[src/rtl/reg_write_strober.sv]
// reg_write_strober
//   Writer end of an asynchronous-strobe register interface. Single-bit writes
//   are queued in a small FIFO. Each write is replayed on a shared data line
//   (d_out) and a one-hot write strobe (c_out[sel]). The sequence for every
//   write is: data setup, then strobe high, then strobe low with data held.
//   The receiving registers sample on the falling edge of clock and treat a
//   0->1 transition of their strobe bit as a write.
//
// Parameters
//   NREG  : number of target registers (width of c_out), >= 2
//   DEPTH : write FIFO entries, power of two, >= 2
//   SETUP : cycles d_out is stable before the strobe rises, >= 1
//   HIGH  : cycles the strobe is held high, >= 1
//   HOLD  : cycles the strobe is low with d_out held after it falls, >= 1
//
// Ports
//   clock    : system clock, all logic on the rising edge
//   resetn   : synchronous active-low reset
//   wr_valid : write request
//   wr_ready : FIFO can accept (not full)
//   wr_sel   : target register index
//   wr_d     : value to write
//   c_out    : one-hot write strobes (registered)
//   d_out    : shared data line (registered)
//   busy     : sequencer active or writes pending (registered)
//   sel_err  : one-cycle pulse when a popped write targets index >= NREG

module reg_write_strober #(
    parameter int unsigned NREG  = 8,
    parameter int unsigned DEPTH = 4,
    parameter int unsigned SETUP = 1,
    parameter int unsigned HIGH  = 2,
    parameter int unsigned HOLD  = 1,
    localparam int unsigned SW   = (NREG > 1) ? $clog2(NREG) : 1
) (
    input  logic            clock,
    input  logic            resetn,
    input  logic            wr_valid,
    output logic            wr_ready,
    input  logic [SW-1:0]   wr_sel,
    input  logic            wr_d,
    output logic [NREG-1:0] c_out,
    output logic            d_out,
    output logic            busy,
    output logic            sel_err
);

    // ------------------------------------------------------------------
    // Local sizing
    // ------------------------------------------------------------------
    localparam int unsigned AW = $clog2(DEPTH);
    localparam int unsigned PW = AW + 1;

    localparam int unsigned MaxLen01 = (SETUP > HIGH) ? SETUP : HIGH;
    localparam int unsigned MaxLen   = (MaxLen01 > HOLD) ? MaxLen01 : HOLD;
    localparam int unsigned CW       = (MaxLen < 2) ? 1 : $clog2(MaxLen);

    localparam logic [CW-1:0] SetupLast = CW'(SETUP - 1);
    localparam logic [CW-1:0] HighLast  = CW'(HIGH - 1);
    localparam logic [CW-1:0] HoldLast  = CW'(HOLD - 1);

    // Sequencer states
    localparam logic [1:0] StIdle   = 2'd0;
    localparam logic [1:0] StSetup  = 2'd1;
    localparam logic [1:0] StStrobe = 2'd2;
    localparam logic [1:0] StHolds  = 2'd3;

    // ------------------------------------------------------------------
    // Write FIFO
    // ------------------------------------------------------------------
    logic [SW-1:0] mem_sel_q [DEPTH];
    logic          mem_d_q   [DEPTH];
    logic [PW-1:0] wptr_q, wptr_d;
    logic [PW-1:0] rptr_q, rptr_d;
    logic          full;
    logic          empty;
    logic          push;
    logic          pop;
    logic [SW-1:0] head_sel;
    logic          head_d;

    // Pointers carry one extra wrap bit so full and empty are distinguishable.
    assign full  = (wptr_q[PW-1] != rptr_q[PW-1]) && (wptr_q[AW-1:0] == rptr_q[AW-1:0]);
    assign empty = (wptr_q == rptr_q);

    assign wr_ready = ~full;
    assign push     = wr_valid & ~full;

    assign head_sel = mem_sel_q[rptr_q[AW-1:0]];
    assign head_d   = mem_d_q[rptr_q[AW-1:0]];

    always_comb begin
        wptr_d = wptr_q;
        rptr_d = rptr_q;
        if (push) begin
            wptr_d = wptr_q + PW'(1);
        end
        if (pop) begin
            rptr_d = rptr_q + PW'(1);
        end
    end

    always_ff @(posedge clock) begin
        if (!resetn) begin
            wptr_q <= '0;
            rptr_q <= '0;
        end else begin
            wptr_q <= wptr_d;
            rptr_q <= rptr_d;
        end
    end

    // Storage needs no reset; only entries between the pointers are read.
    always_ff @(posedge clock) begin
        if (push) begin
            mem_sel_q[wptr_q[AW-1:0]] <= wr_sel;
            mem_d_q[wptr_q[AW-1:0]]   <= wr_d;
        end
    end

    // ------------------------------------------------------------------
    // Sequencer
    // ------------------------------------------------------------------
    logic [1:0]    state_q, state_d;
    logic [CW-1:0] cnt_q, cnt_d;
    logic [SW-1:0] cur_sel_q, cur_sel_d;
    logic          cur_d_q, cur_d_d;

    always_comb begin
        state_d = state_q;
        cnt_d   = cnt_q;
        pop     = 1'b0;

        case (state_q)
            StIdle: begin
                cnt_d = '0;
                if (!empty) begin
                    pop     = 1'b1;
                    state_d = StSetup;
                end
            end
            StSetup: begin
                if (cnt_q == SetupLast) begin
                    cnt_d   = '0;
                    state_d = StStrobe;
                end else begin
                    cnt_d = cnt_q + CW'(1);
                end
            end
            StStrobe: begin
                if (cnt_q == HighLast) begin
                    cnt_d   = '0;
                    state_d = StHolds;
                end else begin
                    cnt_d = cnt_q + CW'(1);
                end
            end
            StHolds: begin
                if (cnt_q == HoldLast) begin
                    cnt_d = '0;
                    // Chain straight into the next write to keep throughput.
                    if (!empty) begin
                        pop     = 1'b1;
                        state_d = StSetup;
                    end else begin
                        state_d = StIdle;
                    end
                end else begin
                    cnt_d = cnt_q + CW'(1);
                end
            end
            default: begin
                cnt_d   = '0;
                state_d = StIdle;
            end
        endcase
    end

    always_comb begin
        cur_sel_d = cur_sel_q;
        cur_d_d   = cur_d_q;
        if (pop) begin
            cur_sel_d = head_sel;
            cur_d_d   = head_d;
        end
    end

    always_ff @(posedge clock) begin
        if (!resetn) begin
            state_q   <= StIdle;
            cnt_q     <= '0;
            cur_sel_q <= '0;
            cur_d_q   <= 1'b0;
        end else begin
            state_q   <= state_d;
            cnt_q     <= cnt_d;
            cur_sel_q <= cur_sel_d;
            cur_d_q   <= cur_d_d;
        end
    end

    // ------------------------------------------------------------------
    // Registered outputs, derived from the current sequencer state so the
    // line levels trail the state by exactly one cycle.
    // ------------------------------------------------------------------
    logic [NREG-1:0] strobe_vec;
    logic            sel_invalid;
    logic [NREG-1:0] c_out_q, c_out_d;
    logic            d_out_q, d_out_d;
    logic            busy_q, busy_d;
    logic            sel_err_q, sel_err_d;

    // Index outside 0..NREG-1 matches no bit and therefore strobes nothing.
    always_comb begin
        strobe_vec = '0;
        for (int i = 0; i < int'(NREG); i++) begin
            if (cur_sel_q == SW'(i)) begin
                strobe_vec[i] = 1'b1;
            end
        end
    end

    assign sel_invalid = ~|strobe_vec;

    always_comb begin
        c_out_d   = '0;
        d_out_d   = d_out_q;
        sel_err_d = 1'b0;
        busy_d    = (state_q != StIdle) || !empty;

        case (state_q)
            StIdle: begin
                d_out_d = d_out_q;
            end
            StSetup: begin
                d_out_d = cur_d_q;
            end
            StStrobe: begin
                d_out_d   = cur_d_q;
                c_out_d   = strobe_vec;
                sel_err_d = sel_invalid && (cnt_q == '0);
            end
            StHolds: begin
                d_out_d = cur_d_q;
            end
            default: begin
                d_out_d = d_out_q;
            end
        endcase
    end

    always_ff @(posedge clock) begin
        if (!resetn) begin
            c_out_q   <= '0;
            d_out_q   <= 1'b0;
            busy_q    <= 1'b0;
            sel_err_q <= 1'b0;
        end else begin
            c_out_q   <= c_out_d;
            d_out_q   <= d_out_d;
            busy_q    <= busy_d;
            sel_err_q <= sel_err_d;
        end
    end

    assign c_out   = c_out_q;
    assign d_out   = d_out_q;
    assign busy    = busy_q;
    assign sel_err = sel_err_q;

endmodule

[config.mk]
export PLATFORM = sky130hd
export DESIGN_NAME = reg_write_strober
export DESIGN_NICKNAME = d
export VERILOG_FILES = /design/src/rtl/reg_write_strober.sv
export SDC_FILE = /design/constraint.sdc
export NUM_CORES = 1
export LEC_CHECK = 0
export CORE_MARGIN = 2
export CORE_UTILIZATION = 49
export DETAILED_ROUTE_END_ITERATION = 10
export PLACE_DENSITY_LB_ADDON = 0.3
export SLEW_MARGIN = 20
export SYNTH_ARGS = -nofsm -noshare
export SYNTH_HDL_FRONTEND = slang
export SYNTH_SLANG_ARGS = --single-unit
[constraint.sdc]
create_clock -name clock -period 1.71 [get_ports clock]
set_input_delay 0.513 -clock clock [delete_from_list [all_inputs] [get_ports clock]]
set_output_delay 0.513 -clock clock [all_outputs]
set_load 0.01 [all_outputs]
==> results.py <==
metrics = {
    "setup_path": {
        "r2r-start": "state_q[1]",
        "end_kind": "output pin",
        "reg2reg_slack_ns": 0.08,
        "crit_fanout": 2,
        "cp.arrival_ns": 1.34,
        "r2r-end": "rptr_q[0]",
        "cp-start-kind": "flop",
        "reg2regPathDepth": 5,
        "crit_required_ns": 1.20,
        "crit_type": "flop to output pin",
    },
    "logic_synthesis": {
        "ys_warn_count": 0,
        "synth_top_area_cell": "dfxtp_1",
        "ys_ff_latch": 40,
        "post_synth.cell_area_avg_sq_um": 11.9,
        "synth_top_cell_area_share_pct": 28.9,
        "ys_types": 32,
        "synth_edf_count": 16,
        "synth_ff_type": "dfxtp_1",
        "synth_cells": 140,
        "synthTopCellsByArea": "dfxtp_1 29%, edfxtp_1 29%, ha_1 6.0%, mux4_2 5.4%, a21oi_1 3.0%",
        "synth-async-reset-ratio_pct": 0,
        "netlist_area_sq_um": 1670,
        "synth_nets": 155,
        "seq_area_frac_synth_pct": 57.7,
    },
    "global_routing": {
        "grt_usage_pct": 15.6,
        "gr-total-overflow": 0,
        "antenna_found_initial": 0,
        "grt_pass1_vias": 1071,
        "grt_max_degree": 15,
        "grt_pass1_wl_um": 4640,
    },
    "sta": {
        "hold_viol_final": 0,
        "fmax_mhz": 541,
        "maxSlewViolCount": 0,
        "hold-worst-slack_ns": 0.485,
        "setup_violations": 1,
        "fin_skew_ns": 0.0163,
        "rsz0062_at_grt": "true",
        "fin_ws_ns": -0.138,
        "fin_setup_tns_ns": -0.138,
        "finalCritPeriodShare_pct": 108,
        "fin_crit_ns": 1.85,
    },
    "placed_design": {
        "dpl.hpwl_um": 2100,
        "post-place-ws_ns": -0.0911,
        "place_congestion": 0.764,
        "placedInstanceArea_sq_um": 1980,
        "io_buffers": 18,
    },
    "floorplan": {
        "die_area_sq_um": 3880,
        "fp.dieW_um": 62.3,
        "start_util_pct": 50.3,
        "core_area_sq_um": 3310,
        "num_io_pins": 19,
        "rows": 21,
        "die_y_um": 62.3,
    },
    "run_status": {
        "status": "finished with violations",
        "violations": "negative setup slack",
    },
    "layout": {
        "final_cell_area_sq_um": 2070,
        "syn_to_final_growth_pct": 24.3,
        "final_cell_mix": "19 x dfxtp_1, 16 x edfxtp_1, 14 x buf_4",
        "n_fill_cell": 291,
        "nNetsFinal": 190,
        "drive_above_1_share_pct": 22.2,
        "fin_util_pct": 62.5,
        "diodes": 0,
        "final_common_cell": "dfxtp_1",
    },
    "clock_network": {
        "path_clk_slew_ns": 0.13,
        "root_buffer": "clkbuf_4",
        "clock_sinks": 40,
        "cts-htree-levels": 2,
        "cts_tree": "built",
        "clk-insertion-delay-late_ns": 0.35,
        "cts_buffer_depth": 2,
        "cts_buffers": 5,
    },
    "min_path": {
        "holdPathEnd": "cur_d_q",
        "hold_path_depth": 2,
        "hp-class": "flop to flop",
        "hold_path.startpoint": "cur_d_q",
    },
    "routing": {
        "via_count": 1135,
        "drc": 0,
        "drt_first_pass_iters": 5,
        "via_per_inst": 5.11,
        "ant_nets": 0,
        "drt_iter0_drc": 51,
        "drt-wirelength-per-cell_um": 12.5,
        "routed_wl_um": 2790,
    },
    "pwr": {
        "power.leakage_nw": 0.841,
        "max-vdd-ir-drop_uv": 629,
        "powerDensity_nw_per_um2": 1370,
    },
    "flow_run": {
        "max-cap-violations": 0,
    },
}
==> area by class of cell <==
| type | count | area [sq um] | share of cell area [%] |
|---|---|---|---|
| clock buffers | 6 | 62.6 | 3.02 |
| clock inverters | 2 | 15.0 | 0.726 |
| inverters | 7 | 26.3 | 1.27 |
| multi-input cells | 88 | 652 | 31.5 |
| flip-flops and latches | 40 | 970 | 46.9 |
| well taps | 46 | 57.6 | 2.78 |
| repair buffers | 33 | 287 | 13.8 |
==> how the worst max path moves through the flow <==
stage               start         end
3_5_place_dp    rptr_q[2]    wr_ready
4_1_cts         rptr_q[2]    wr_ready
5_1_grt         wptr_q[2]    wr_ready
2_1_floorplan  state_q[0]  state_q[0]
6_report        rptr_q[2]    wr_ready
3_3_place_gp    rptr_q[2]    wr_ready
==> timing repair <==
item | CTS | global route
endpoints found under the setup margin | 12 | 3
endpoints found under the hold margin | 0 | 0
pin swaps | 2 | 0
hold buffers | 0 | 0
gates resized for setup | 20 | 2
buffers inserted | 1 | 0
==> registers in the layout, summed over array words and instances, names as in the netlist <==
signal,cells
d_out,1
rptr_q,3
wptr_q,3
sel_err,1
cur_sel_q,3
mem_d_q,4
state_q,2
c_out,8
cnt_q,1
mem_sel_q,12
busy,1
cur_d_q,1
==> routing by layer <==
metal / track usage [%] / vias to the layer above / wire (um) / part of all wire (%)
met5: 0 / - / 0 / 0
met4: 5.83 / 0 / 48 / 1.7
met3: 5.62 / 5 / 131 / 4.7
met2: 28.4 / 22 / 1490 / 54
met1: 16.3 / 545 / 1110 / 40
li1: - / 563 / - / -
==> through the flow <==
step                      total power (W)  instances
after global placement            0.00224        213
final                             0.00284        222
after floorplan                   0.00198        140
after global routing              0.00303        222
after CTS                         0.00284        222
after detailed placement          0.00228        213
==> critical path: stages (launching register included) <==
cell	delay [ns]
dfxtp_2	0.35
xnor2_1	0.13
or3_1	0.36
buf_2	0.14
==> kinds of logic after synthesis <==
| kind of cell | synth area share (%) |
|---|---|
| multiplexers | 7.21 |
| adder cells (fa/ha/maj) | 6.01 |
| other | 0.225 |
| XOR/XNOR | 3.68 |
| AO/OA/AOI/OAI | 9.09 |
| flip-flops | 57.7 |
| AND/OR/NAND/NOR | 12.2 |
| buffers and inverters | 3.83 |
==> report_power, final <==
part | total [W] | internal [W] | switching [W]
Clock | 0.000577 | 0.000256 | 0.000321
Combinational | 0.00104 | 0.000508 | 0.000534
Sequential | 0.00122 | 0.00113 | 0.0000936
==> Yosys cell counts, types with 2 or more instances <==
master and count:
mux2i_1 3, a21oi_1 10, or3_1 3, mux4_2 4, edfxtp_1 16, nand3_1 8
nand2_1 4, and2_1 4, xor2_1 3, nor2_1 10, ha_1 8, inv_1 7
xnor2_1 4, nor3_1 2, dfxtp_1 24, nand2b_1 3, nor2b_1 2, buf_6 2
o21ai_0 9, clkbuf_1 2
(Power assumes the default switching activity.)
